==> config.mk <==
export PLATFORM = sky130hd
export DESIGN_NAME = cd_quad_responder
export DESIGN_NICKNAME = d
export VERILOG_FILES = /design/src/rtl/cd_pkg.sv /design/src/rtl/cd_resp_fifo.sv /design/src/rtl/hdr_fields.sv /design/src/rtl/cd_quad_responder.sv
export SDC_FILE = /design/constraint.sdc
export NUM_CORES = 1
export LEC_CHECK = 0
export BUFFER_PORTS_ARGS = -buffer_cell sky130_fd_sc_hd__buf_2
export CAP_MARGIN = 20
export CORE_UTILIZATION = 60
export CTS_BUF_LIST = sky130_fd_sc_hd__clkbuf_2
export DETAILED_ROUTE_END_ITERATION = 7
export GPL_TIMING_DRIVEN = 0
export PLACE_DENSITY = 0.82
export SLEW_MARGIN = 20
export SYNTH_ARGS = -nofsm -noshare
export SYNTH_HDL_FRONTEND = slang
export SYNTH_SLANG_ARGS = --single-unit
==> constraint.sdc <==
create_clock -name clk -period 4.6 [get_ports clk]
set_input_delay 1.15 -clock clk [delete_from_list [all_inputs] [get_ports clk]]
set_output_delay 1.15 -clock clk [all_outputs]
set_load 0.02 [all_outputs]
==> src/rtl/cd_pkg.sv <==
// cd_pkg: shared constants and types for the quadrant-side responder.
//   DATA_W          flit width (the header layout fixes it at 64)
//   *_MSB / *_LSB   header field positions inside a flit
//   RSV_REPLY_BIT   bit of the rsv field that marks a flit as a reply
//   LAT_W           width of the service-latency countdown
//   resp_st_e       per-channel reply state machine encoding
package cd_pkg;

    localparam int unsigned DATA_W = 64;

    localparam int unsigned VC_BIT   = 63;
    localparam int unsigned DX_BIT   = 62;
    localparam int unsigned DY_BIT   = 61;
    localparam int unsigned RSV_MSB  = 60;
    localparam int unsigned RSV_LSB  = 56;
    localparam int unsigned HX_MSB   = 55;
    localparam int unsigned HX_LSB   = 52;
    localparam int unsigned HY_MSB   = 51;
    localparam int unsigned HY_LSB   = 48;
    localparam int unsigned SRCX_MSB = 47;
    localparam int unsigned SRCX_LSB = 40;
    localparam int unsigned SRCY_MSB = 39;
    localparam int unsigned SRCY_LSB = 32;
    localparam int unsigned PAY_MSB  = 31;
    localparam int unsigned PAY_LSB  = 0;

    localparam int unsigned RSV_W  = RSV_MSB - RSV_LSB + 1;
    localparam int unsigned HX_W   = HX_MSB - HX_LSB + 1;
    localparam int unsigned HY_W   = HY_MSB - HY_LSB + 1;
    localparam int unsigned SRCX_W = SRCX_MSB - SRCX_LSB + 1;
    localparam int unsigned SRCY_W = SRCY_MSB - SRCY_LSB + 1;
    localparam int unsigned PAY_W  = PAY_MSB - PAY_LSB + 1;

    localparam int unsigned RSV_REPLY_BIT = 4;
    localparam int unsigned LAT_W         = 4;

    typedef enum logic [1:0] {
        StIdle,
        StServe,
        StPresent
    } resp_st_e;

endpackage

==> src/rtl/cd_resp_fifo.sv <==
// cd_resp_fifo: per-channel request buffer, plain circular FIFO.
//   clk_i, rst_ni  clock and synchronous active-low reset
//   push_i         write wdata_i (ignored when full, even if popping)
//   pop_i          drop the head entry (ignored when empty)
//   full_o/empty_o occupancy flags, from registered state only
//   head_o         oldest entry; stable until popped
//   cnt_o          occupancy, 0..DEPTH
module cd_resp_fifo
    import cd_pkg::*;
#(
    parameter int unsigned DEPTH = 4
) (
    input  logic                    clk_i,
    input  logic                    rst_ni,
    input  logic                    push_i,
    input  logic                    pop_i,
    input  logic [DATA_W-1:0]       wdata_i,
    output logic                    full_o,
    output logic                    empty_o,
    output logic [DATA_W-1:0]       head_o,
    output logic [$clog2(DEPTH):0]  cnt_o
);

    localparam int unsigned PTR_W = $clog2(DEPTH);

    logic [DATA_W-1:0] mem_q [DEPTH];
    logic [PTR_W-1:0]  wr_ptr_q;
    logic [PTR_W-1:0]  rd_ptr_q;
    logic [PTR_W:0]    cnt_q;
    logic              do_push;
    logic              do_pop;

    assign full_o  = (cnt_q == (PTR_W + 1)'(DEPTH));
    assign empty_o = (cnt_q == '0);
    assign head_o  = mem_q[rd_ptr_q];
    assign cnt_o   = cnt_q;

    // No full-bypass: a push is refused while full regardless of a pop.
    assign do_push = push_i & ~full_o;
    assign do_pop  = pop_i & ~empty_o;

    always_ff @(posedge clk_i) begin
        if (!rst_ni) begin
            wr_ptr_q <= '0;
            rd_ptr_q <= '0;
            cnt_q    <= '0;
        end else begin
            // Pointers are log2(DEPTH) wide and wrap on their own.
            if (do_push) wr_ptr_q <= wr_ptr_q + PTR_W'(1);
            if (do_pop)  rd_ptr_q <= rd_ptr_q + PTR_W'(1);
            if (do_push && !do_pop) begin
                cnt_q <= cnt_q + (PTR_W + 1)'(1);
            end else if (do_pop && !do_push) begin
                cnt_q <= cnt_q - (PTR_W + 1)'(1);
            end
        end
    end

    // Storage needs no reset; occupancy alone decides what is valid.
    always_ff @(posedge clk_i) begin
        if (do_push) mem_q[wr_ptr_q] <= wdata_i;
    end

endmodule

==> src/rtl/hdr_fields.sv <==
// hdr_fields: splits a flit into its header fields and payload.
//   flit_i     full flit
//   vc_o, dx_o, dy_o, rsv_o, hx_o, hy_o, srcx_o, srcy_o   header fields
//   payload_o  low payload word
module hdr_fields
    import cd_pkg::*;
(
    input  logic [DATA_W-1:0] flit_i,
    output logic              vc_o,
    output logic              dx_o,
    output logic              dy_o,
    output logic [RSV_W-1:0]  rsv_o,
    output logic [HX_W-1:0]   hx_o,
    output logic [HY_W-1:0]   hy_o,
    output logic [SRCX_W-1:0] srcx_o,
    output logic [SRCY_W-1:0] srcy_o,
    output logic [PAY_W-1:0]  payload_o
);

    assign vc_o      = flit_i[VC_BIT];
    assign dx_o      = flit_i[DX_BIT];
    assign dy_o      = flit_i[DY_BIT];
    assign rsv_o     = flit_i[RSV_MSB:RSV_LSB];
    assign hx_o      = flit_i[HX_MSB:HX_LSB];
    assign hy_o      = flit_i[HY_MSB:HY_LSB];
    assign srcx_o    = flit_i[SRCX_MSB:SRCX_LSB];
    assign srcy_o    = flit_i[SRCY_MSB:SRCY_LSB];
    assign payload_o = flit_i[PAY_MSB:PAY_LSB];

endmodule

==> src/rtl/cd_quad_responder.sv <==
// cd_quad_responder: terminates the two converged request channels and returns one
// reply per request on the matching reply channel after LAT service cycles.
//   clk, reset        clock and synchronous active-low reset
//   cv_si/cv_ri/cv_di request valid/ready/flits, channel i in [64*i +: 64]
//   cv_so_r/cv_ro_r/cv_do_r  reply valid/ready/flits, same slicing
//   req_cnt/rsp_cnt   per-channel saturating transfer counters (16 bits each),
//                     present only when CD_RESP_STATS_EN is defined
// A reply copies the request header with the reply flag set in rsv and returns
// payload + 1, so srcx/srcy steer it back to the requesting tile.
module cd_quad_responder
    import cd_pkg::*;
#(
    parameter int unsigned DEPTH = 4,
    parameter int unsigned LAT   = 2
) (
    input  logic                clk,
    input  logic                reset,
    input  logic [1:0]          cv_si,
    output logic [1:0]          cv_ri,
    input  logic [2*DATA_W-1:0] cv_di,
    output logic [1:0]          cv_so_r,
    input  logic [1:0]          cv_ro_r,
    output logic [2*DATA_W-1:0] cv_do_r
`ifdef CD_RESP_STATS_EN
    ,
    output logic [2*16-1:0]     req_cnt,
    output logic [2*16-1:0]     rsp_cnt
`endif
);

    localparam int unsigned    CNT_W    = $clog2(DEPTH) + 1;
    localparam logic [LAT_W-1:0] LAT_LOAD = LAT_W'(LAT);
    localparam bit             LAT_ZERO = (LAT == 0);
    localparam logic [RSV_W-1:0] REPLY_MASK = RSV_W'(1) << RSV_REPLY_BIT;

    for (genvar i = 0; i < 2; i++) begin : g_ch
        logic              full;
        logic              empty;
        logic              push;
        logic              pop;
        logic [CNT_W-1:0]  occ;
        logic [DATA_W-1:0] head;
        logic [DATA_W-1:0] reply;
        resp_st_e          st_q;
        logic [LAT_W-1:0]  cd_q;

        logic              h_vc;
        logic              h_dx;
        logic              h_dy;
        logic [RSV_W-1:0]  h_rsv;
        logic [HX_W-1:0]   h_hx;
        logic [HY_W-1:0]   h_hy;
        logic [SRCX_W-1:0] h_srcx;
        logic [SRCY_W-1:0] h_srcy;
        logic [PAY_W-1:0]  h_pay;

        assign cv_ri[i] = ~full;
        assign push     = cv_si[i] & ~full;
        assign pop      = (st_q == StPresent) & cv_ro_r[i];

        cd_resp_fifo #(
            .DEPTH (DEPTH)
        ) u_fifo (
            .clk_i   (clk),
            .rst_ni  (reset),
            .push_i  (push),
            .pop_i   (pop),
            .wdata_i (cv_di[DATA_W*i +: DATA_W]),
            .full_o  (full),
            .empty_o (empty),
            .head_o  (head),
            .cnt_o   (occ)
        );

        hdr_fields u_hdr (
            .flit_i    (head),
            .vc_o      (h_vc),
            .dx_o      (h_dx),
            .dy_o      (h_dy),
            .rsv_o     (h_rsv),
            .hx_o      (h_hx),
            .hy_o      (h_hy),
            .srcx_o    (h_srcx),
            .srcy_o    (h_srcy),
            .payload_o (h_pay)
        );

        assign reply = {h_vc, h_dx, h_dy, h_rsv | REPLY_MASK, h_hx, h_hy,
                        h_srcx, h_srcy, h_pay + PAY_W'(1)};

        // SERVE lasts exactly LAT cycles: the count reaches 0 on the edge that
        // enters PRESENT. With LAT=0 the state is skipped entirely.
        always_ff @(posedge clk) begin
            if (!reset) begin
                st_q <= StIdle;
                cd_q <= '0;
            end else begin
                unique case (st_q)
                    StIdle: begin
                        if (!empty) begin
                            if (LAT_ZERO) begin
                                st_q <= StPresent;
                            end else begin
                                st_q <= StServe;
                                cd_q <= LAT_LOAD;
                            end
                        end
                    end
                    StServe: begin
                        cd_q <= cd_q - LAT_W'(1);
                        if (cd_q == LAT_W'(1)) st_q <= StPresent;
                    end
                    StPresent: begin
                        if (cv_ro_r[i]) begin
                            // Only entries queued before this edge count as the next head;
                            // an entry pushed on this edge starts from IDLE so it still sees
                            // the full acceptance-to-reply latency.
                            if (occ > CNT_W'(1)) begin
                                if (LAT_ZERO) begin
                                    st_q <= StPresent;
                                end else begin
                                    st_q <= StServe;
                                    cd_q <= LAT_LOAD;
                                end
                            end else begin
                                st_q <= StIdle;
                            end
                        end
                    end
                    default: begin
                        st_q <= StIdle;
                        cd_q <= '0;
                    end
                endcase
            end
        end

        assign cv_so_r[i]                 = (st_q == StPresent);
        assign cv_do_r[DATA_W*i +: DATA_W] = cv_so_r[i] ? reply : '0;

`ifdef CD_RESP_STATS_EN
        logic [15:0] req_cnt_q;
        logic [15:0] rsp_cnt_q;

        always_ff @(posedge clk) begin
            if (!reset) begin
                req_cnt_q <= '0;
                rsp_cnt_q <= '0;
            end else begin
                if (push && req_cnt_q != 16'hFFFF) req_cnt_q <= req_cnt_q + 16'd1;
                if (pop && rsp_cnt_q != 16'hFFFF)  rsp_cnt_q <= rsp_cnt_q + 16'd1;
            end
        end

        assign req_cnt[16*i +: 16] = req_cnt_q;
        assign rsp_cnt[16*i +: 16] = rsp_cnt_q;
`endif
    end

endmodule

==> results of run 1 <==
cells in the mapped netlist, types with 4 or more instances:
library cell / count
mux4_1: 10
clkbuf_1: 29
or4_1: 21
and3_1: 12
nor4_1: 8
mux4_2: 116
and4_1: 8
nand2b_1: 8
dfxtp_1: 30
xnor2_1: 24
o31ai_1: 21
nor2_1: 43
nand2_1: 28
nor2b_1: 8
buf_4: 8
a31oi_1: 5
o21ai_0: 14
nand4_1: 19
or4b_1: 5
buf_6: 7
or3_1: 7
nor3_1: 4
xor2_1: 11
ha_1: 24
o41ai_1: 9
a21oi_1: 42
nand3_1: 20
buf_2: 10
and2_1: 79
inv_1: 24
edfxtp_1: 504
metal layers:
| layer | GRT usage (%) | vias to the layer above |
|---|---|---|
| li1 | - | 5967 |
| met1 | 34.8 | 7011 |
| met2 | 44.4 | 985 |
| met3 | 8.63 | 270 |
| met4 | 13.2 | 12 |
| met5 | 0 | - |
through the flow:
stage          std cells  area, µm²  util, %  hold slack (ns)  power, µW
3_5_place_dp        1930      24200     67.5            0.458       6870
4_1_cts             2222      26600     74.2            0.158      10000
5_1_grt             2265      27500     76.5            0.192      10500
2_1_floorplan       1198      22100        -            0.432       6490
6_report            2269      27500     76.5            0.261      10100
3_3_place_gp        1922      24000     66.7            0.447       6800
worst max-delay path, cell delays in order, from the launching register on:
cell and delay, ns:
dfxtp_2 0.36, buf_12 0.16, buf_12 0.15, mux4_2 0.37, and4_1 0.23, nand4_1 0.21
buf_6 0.22, clkbuf_16 0.16, buf_6 0.12, o41ai_2 0.49, a21oi_1 0.17, buf_4 0.21
area by class of cell:
type	count	area [µm²]	area share, %
Sequential cell	534	15700	57.3
Multi-Input combinational cell	582	6670	24.3
Timing Repair Buffer	376	2680	9.77
Clock buffer	189	946	3.44
Tap cell	461	577	2.10
Buffer	54	528	1.92
Clock inverter	38	228	0.829
Inverter	24	90.1	0.328
Antenna cell	11	27.5	0.100
logic make-up (layout without fill, tap and decap cells):
logic type,count (synthesis),count (layout)
AO/OA/AOI/OAI,108,108
XOR/XNOR,35,35
adder cells (fa/ha/maj),24,24
buffers and inverters,82,681
flip-flops,534,534
multiplexers,128,128
other,0,11
AND/OR/NAND/NOR,287,287
state kept, by name, indices dropped and copies added, names as in the netlist, named ones only:
signal / count
g_ch.cd_q: 8
g_ch.st_q: 4
g_ch.u_fifo.cnt_o: 6
g_ch.u_fifo.mem_q: 504
g_ch.u_fifo.rd_ptr_q: 4
g_ch.u_fifo.wr_ptr_q: 4
what timing repair did:
action,CTS,global route
cloned,6,1
hold buffers,0,0
resized for setup,193,117
pin swaps,50,33
buffers inserted,62,38
endpoints found under the setup margin,103,106
worst max-delay path by stage:
stage,start,end,cells after the start
2_1_floorplan,register,cv_do_r[28],9
3_3_place_gp,cv_si[1],g_ch[1].u_fifo.mem_q[2][37],2
3_5_place_dp,register,cv_do_r[27],10
4_1_cts,register,cv_do_r[31],9
5_1_grt,register,cv_do_r[89],11
6_report,register,cv_do_r[89],11
report_power, final:
group          internal (µW)  switching (µW)  total, µW
Clock                   1270            1850       3120
Sequential              5670             112       5790
Combinational            498             737       1240
Total                   7440            2700      10100
==> flow_summary.yaml, run 1 <==
route:
  drt_iter0_drc: 1464
  met3_length_um: 5570
  highest_layer: "met5"
  wl_um: 56700
  vias: 14200
  detail-route-antenna-nets: 0
  firstDrtPassIters: 6
  avgViaCountPerCell: 6.28
  drt_drc_violations_left: 0
  dr_wl_met2_um: 27800
  met1_length_um: 20100
  wl_per_cell_um: 25.0
yosys:
  syn_inst: 1198
  synth_top_area_share_pct: 68.6
  synth.area.mux_share_pct: 13.1
  ys.flop_type: "edfxtp_1"
  yosys.area_share.xor_xnor_pct: 1.39
  syn_avg_cell_area_um2: 18.4
  async_reset_ff_share_pct: 0
  synth_simple_gate_area_share_pct: 7.82
  yosys.area.top_type: "edfxtp_1"
  netlist-cell-type-count: 53
  syn-cell-area_um2: 22100
  synth-compound-area-share_pct: 3.13
  ys_seq_area_share_pct: 71.3
  yosysWarnings: 0
  synth_edf_count: 504
  syn_nets: 1356
  synth_fa_ha_area_share_pct: 1.36
  ys_ff_latch: 534
  synth_top_family_by_area: "multiplexers"
  synth_top_cells_by_area: "edfxtp_1, mux4_2, dfxtp_1, and2_1, ha_1"
clocking:
  clock_path_buffers: 3
  cts_tree: "built"
  clkLatencyLatePin_ns: 1.12
  clock_sinks: 534
  cts-root-buf: "clkbuf_2"
  path_clk_slew_ns: 0.13
  ctsHtreeMaxLevel: 4
  cts_buffers: 131
timing:
  drv_slew: 0
  rsz0062_at_grt: "true"
  slew_headroom_pct: 47.4
  fin_setup_tns_ns: -9.10
  worst_pin_slew_ns: 0.789
  hold_viol_final: 0
  post-route-period-util_pct: 112
  fin_ws_ns: -0.536
  setup_violations: 43
  timing.fmax_mhz: 195
  min_period_ns: 5.14
  finClkSkew_ns: 0.108
critical_path:
  r2r_end: "g_ch[0].u_fifo.cnt_o[2]"
  cp.required_ns: 3.45
  cp.arrival_ns: 3.99
  regToRegSetupSlack_ns: 2.25
  end_kind: "output port"
  worst_setup_path_start_kind: "register"
  worstRegToRegCells: 7
  r2r_start: "g_ch[0].st_q[1]"
  cp_max_fo: 8
  worst-setup-path-type: "register to output port"
floorplan:
  die_x_um: 194
  die-area_um2: 37600
  ios: 266
  start_util_pct: 61.5
  die_h_um: 194
  rows: 69
  core_area_um2: 35900
placed_design:
  place.port_buffers: 263
  preCtsSetupSlack_ns: 0.259
  hpwl_um: 30200
  gp_congestion: 0.925
flow_run:
  drv_cap: 0
run_status:
  failed_checks: "setup timing"
  status: "complete, but fails checks"
finish:
  fin_nets: 1861
  fill_cells: 1930
  layout_commonest_cell: "edfxtp_1"
  final_cell_mix: "edfxtp_1, buf_2, clkbuf_2, mux4_2, buf_4"
  area_delta_synth_final_pct: 24.5
  final_layout_size_suffix_gt1_share_pct: 48.2
worst_hold_path:
  hold_path.startpoint: "cv_di[75]"
  hold_end: "g_ch[1].u_fifo.mem_q[0][11]"
  hold_path_class: "input pin to register"
  whs_path_depth: 1
power_and_ir_drop:
  vdd_drop_max_v: 0.000278
  leakage_uw: 0.00989
  cellPowerDensity_nw_per_um2: 369
global_route:
  grt_usage_pct: 27.7
  grt_pass1_vias: 14200
  grt_pass1_wl_um: 78800
  grt_overflow: 0
  grt_max_degree: 48
  antenna_found_initial: 13
Power figures use the tool's default switching activity.
==> run 2: changes to the inputs <==
Settings changed: CELL_PAD_IN_SITES_DETAIL_PLACEMENT set to 0, CELL_PAD_IN_SITES_GLOBAL_PLACEMENT set to 1, CORE_UTILIZATION 60 to 52, PLACE_DENSITY 0.82 to unset, PLACE_DENSITY_LB_ADDON set to 0.1.
==> flow_summary.yaml, run 2 (synthesis results as in run 1) <==
finish:
  fin_nets: 1978
  final_layout_size_suffix_gt1_share_pct: 46.5
  layout_commonest_cell: "edfxtp_1"
  regMostFlops: "g_ch.u_fifo.mem_q"
  final_cell_mix: "edfxtp_1, clkbuf_2, buf_2, mux4_2, dlygate4sd3_1"
  utilization_pct: 69.8
  area_delta_synth_final_pct: 32.6
  fill_cells: 2881
  largest_reg_flops: 504
clocking:
  clock_sinks: 534
  cts_buffers: 137
  cts-root-buf: "clkbuf_2"
  clkLatencyLatePin_ns: 1.30
  ctsHtreeMaxLevel: 4
  path_clk_slew_ns: 0.11
  clock_path_buffers: 3
  cts_tree: "built"
global_route:
  grt_overflow: 0
  grt_usage_pct: 24.1
  grt_max_degree: 47
  antenna_found_initial: 4
  grt_pass1_wl_um: 77900
  grt_pass1_vias: 14200
timing:
  finClkSkew_ns: 0.0599
  slew_headroom_pct: 39.3
  rsz0062_at_grt: "true"
  timing.fmax_mhz: 194
  hold_viol_final: 0
  post-route-period-util_pct: 112
  fin_ws_ns: -0.545
  min_period_ns: 5.14
  setup_violations: 46
  worst_pin_slew_ns: 0.910
  drv_slew: 0
power_and_ir_drop:
  sw_frac_of_total_pct: 26.0
  p_seq_share_pct: 56.2
  power_switching_uw: 2670
  cellPowerDensity_nw_per_um2: 351
  leakage_uw: 0.0105
  combPwrFrac_pct: 12.3
  p_int_uw: 7590
  power.share.clock_pct: 31.5
  vdd_drop_max_v: 0.000234
floorplan:
  rows: 75
  start_util_pct: 52.6
  die_x_um: 208
  die-area_um2: 43300
  core_area_um2: 41900
  ios: 266
  die_h_um: 208
critical_path:
  cp_max_fo: 5
  cp.arrival_ns: 3.99
  worst-setup-path-type: "register to output port"
  worst_setup_path_start_kind: "register"
  max_stage_delay_ns: 0.52
  cp_top_family: "simple AND/OR/NAND/NOR gates"
  crit_chain: "buf_12 > buf_12 > mux4_2 > ha_4 > nand4_1 > nor4_4 > or4b_4 > a21oi_4 > buf_6"
  end_kind: "output port"
  cp_common_cell: "buf_12"
  critical_path_buf_inv_count: 3
  crit_slowest_cell: "or4b_4"
  cp.required_ns: 3.45
route:
  wl_um: 52100
  drt_iter0_drc: 756
  detail-route-antenna-nets: 0
  drt_drc_violations_left: 0
  firstDrtPassIters: 4
  wl_per_cell_um: 21.2
  vias: 13600
  avgViaCountPerCell: 5.51
flow_run:
  drv_cap: 0
worst_hold_path:
  hold_path_class: "input pin to register"
placed_design:
  hpwl_um: 31200
  gp_congestion: 0.819
  place.port_buffers: 263
  preCtsSetupSlack_ns: 0.148
run_status:
  failed_checks: "setup timing"
  status: "complete, but fails checks"
-- run 2: cell types whose count changed in the layout (fill, tap and decap cells not counted), moves of 6 or more --
cell / previous run / this run
dlygate4sd3_1: 0 / 125
buf_2: 225 / 189
and2_1: 78 / 48
and2_4: 1 / 30
buf_6: 47 / 75
buf_4: 103 / 88
clkbuf_2: 194 / 206
clkbuf_1: 18 / 10
o31ai_2: 14 / 6
a21oi_2: 13 / 20
buf_12: 10 / 17
inv_2: 8 / 2
o31ai_1: 5 / 11
-- run 2: timing repair --
action / in CTS / in global routing
gates cloned: 6 / 6
hold endpoints to repair: 500 / 0
gates resized for setup: 260 / 161
pin swaps: 40 / 42
setup buffers: 42 / 43
hold buffers: 125 / 0
setup endpoints to repair: 117 / 108
-- run 2: worst reg2reg max path, stage by stage, from the launching register on --
cell	delay, ns
dfxtp_1	0.48
nand2b_1	0.08
clkbuf_1	0.20
inv_1	0.33
nand3_1	0.21
ha_1	0.39
or3_1	0.35
a21boi_0	0.15
-- run 2: power groups by stage --
stage / combinational, µW / sequential [µW] / clock (µW)
after global placement: 927 / 5900 / 0
final: 1260 / 5770 / 3240
after global routing: 1360 / 5800 / 3570
after CTS: 1180 / 5770 / 3330
after floorplan: 620 / 5870 / 0
after detailed placement: 991 / 5880 / 0
-- run 2: area by class of cell --
type,instances,area [µm²],share of cell area [%]
clock inverter,40,278,0.949
multi-input combinational,582,6720,22.9
inverter,24,90.1,0.308
sequential,534,15700,53.8
clock buffer,195,976,3.33
tap,539,674,2.30
antenna,7,17.5,0.0598
timing repair buffer,490,4240,14.5
buffer,51,532,1.82
-- run 2: final timing paths --
path                                  to            start  cells past startpoint  slack, ns
max                          cv_do_r[94]         register                      9      -0.54
max reg2reg      g_ch[0].u_fifo.cnt_o[2]  g_ch[0].st_q[1]                      7       2.32
min          g_ch[0].u_fifo.mem_q[0][16]        cv_di[16]                      1       0.16
min reg2reg              g_ch[1].cd_q[3]  g_ch[1].cd_q[3]                      1       0.47
-- run 2: metal layers --
layer / part of all wire, % / global-route usage (%)
met1: 42 / 30.7
met2: 49 / 38.0
met3: 7.1 / 7.88
met4: 2.5 / 10.8
met5: 0.015 / 0
-- run 2: through the flow --
stage	instances	total power, µW	instance area [µm²]	hold slack [ns]	TNS (ns)
finish	2462	10300	29300	0.157	-15.35
global route	2459	10700	29300	0.0328	-28.01
CTS	2411	10300	28200	0.000835	-23.49
detailed placement	2008	6870	24300	0.455	0
global placement	2000	6830	24100	0.445	0
floorplan	1198	6490	22100	0.432	0
==> run 3: changes to the inputs <==
Settings changed: SYNTH_HIERARCHICAL set to 1.
==> flow_summary.yaml, run 3 <==
clocking:
  path_clk_slew_ns: 0.11
  clock_path_buffers: 3
  cts-root-buf: "clkbuf_2"
  clkLatencyLatePin_ns: 1.27
  clock_sinks: 534
  ctsHtreeMaxLevel: 4
  cts_tree: "built"
  cts_buffers: 139
placed_design:
  gp_congestion: 0.810
  place.port_buffers: 263
  placed_cells: 2172
  hpwl_um: 31700
finish:
  largest_reg_flops: 504
  final_cell_mix: "edfxtp_1, buf_2, clkbuf_2, buf_4"
  area_delta_synth_final_pct: 27.5
  regMostFlops: "g_ch.u_fifo/mem_q"
  layout.cells.non_filler: 2582
  layout_commonest_cell: "edfxtp_1"
  utilization_pct: 67.6
  fin_nets: 2049
  final_layout_size_suffix_gt1_share_pct: 47.8
run_status:
  status: "complete, but fails checks"
  failed_checks: "setup timing"
timing:
  hold_viol_final: 0
  setup_violations: 34
  slew_headroom_pct: 22.9
  worst_pin_slew_ns: 1.16
  timing.fmax_mhz: 198
  rsz0062_at_grt: "true"
  fin_setup_tns_ns: -10.24
  whs_ns: 0.233
  finClkSkew_ns: 0.104
  drv_slew: 0
  post-route-period-util_pct: 110
  min_period_ns: 5.06
  fin_ws_ns: -0.461
critical_path:
  cp.arrival_ns: 3.91
  max_stage_delay_ns: 0.60
  crit_slowest_cell: "or4_4"
  cp.required_ns: 3.45
  worst_setup_path_start_kind: "register"
  worst-setup-path-type: "register to output port"
  crit_chain: "buf_12 > mux4_2 > nand4_1 > or4_4 > buf_6 > or4_4 > a21oi_4 > buf_6"
  end_kind: "output port"
  cp_max_fo: 8
global_route:
  grt_max_degree: 41
  grt_pass1_vias: 14200
  grt_pass1_wl_um: 78200
  grt_usage_pct: 23.6
  grt_overflow: 0
  antenna_found_initial: 7
route:
  wl_per_cell_um: 20.2
  firstDrtPassIters: 5
  drt_drc_violations_left: 0
  wl_um: 52100
  drt_iter0_drc: 783
  vias: 13700
  avgViaCountPerCell: 5.31
  detail-route-antenna-nets: 0
yosys:
  syn-cell-area_um2: 23000
  syn_inst: 1316
  syn_nets: 1468
  syn_avg_cell_area_um2: 17.5
  yosysWarnings: 6
floorplan:
  ios: 266
  die-area_um2: 45000
  start_util_pct: 53.0
  die_x_um: 212
  rows: 76
  die_h_um: 212
  core_area_um2: 43400
power_and_ir_drop:
  vdd_drop_max_v: 0.000319
  leakage_uw: 0.0107
  cellPowerDensity_nw_per_um2: 417
worst_hold_path:
  hold_path_class: "input pin to register"
flow_run:
  drv_cap: 0
==> run 3: per-stage QoR <==
step / total power, µW / worst slack, ns / cell area, µm²
floorplan: 8090 / 0.774 / 23000
global placement: 8720 / -0.377 / 25000
detailed placement: 8800 / 0.130 / 25200
CTS: 12200 / -0.654 / 28700
global route: 12900 / -0.670 / 29300
finish: 12200 / -0.461 / 29300
==> run 3: worst paths after layout <==
| check | depth (start not counted) | start | slack [ns] | end |
|---|---|---|---|---|
| min | 2 | reset | 0.23 | g_ch[0].st_q[1] |
| min reg2reg | 1 | g_ch[0].cd_q[3] | 0.47 | g_ch[0].cd_q[3] |
| max reg2reg | 11 | g_ch[1].st_q[0] | 1.76 | g_ch[1].u_fifo/cnt_o[2] |
| max | 8 | register | -0.46 | cv_do_r[29] |
==> run 3: what timing repair did <==
item | in CTS | in global routing
gates cloned | 2 | 3
setup buffers | 49 | 23
pin swaps | 60 | 47
endpoints found under the hold margin | 504 | 0
setup endpoints to repair | 80 | 60
gates resized for setup | 210 | 115
hold buffers | 126 | 0
==> run 3: where the power goes <==
part | leakage [µW] | total (µW) | internal, µW | switching (µW)
combinational | 0.00489 | 2710 | 1280 | 1430
clock | 0.000940 | 3180 | 1300 | 1880
sequential | 0.00486 | 6330 | 6120 | 217
==> run 3: routing by layer <==
layer	part of all wire (%)	global-route usage, %	wire (µm)
met5	0.044	0	23
met4	2.7	11.1	1420
met3	5.9	6.59	3050
met2	49	36.9	25400
met1	43	30.9	22200
==> run 3: worst max-delay path: cells and delay by family, from the launching register on <==
kind                   cells  cell delay, ns
buffers and inverters      3            0.47
multiplexers               1            0.39
AND/OR/NAND/NOR            3            1.19
flip-flops                 1            0.42
AO/OA/AOI/OAI              1            0.21
==> run 3: area by class of cell <==
type	count	area [µm²]
repair buffers	470	3680
diodes	5	12.5
clock inverters	30	189
well taps	585	732
plain buffers	153	1340
inverters	21	78.8
clock buffers	206	1030
fillers	3131	14100
multi-input cells	578	6490
flip-flops and latches	534	15700
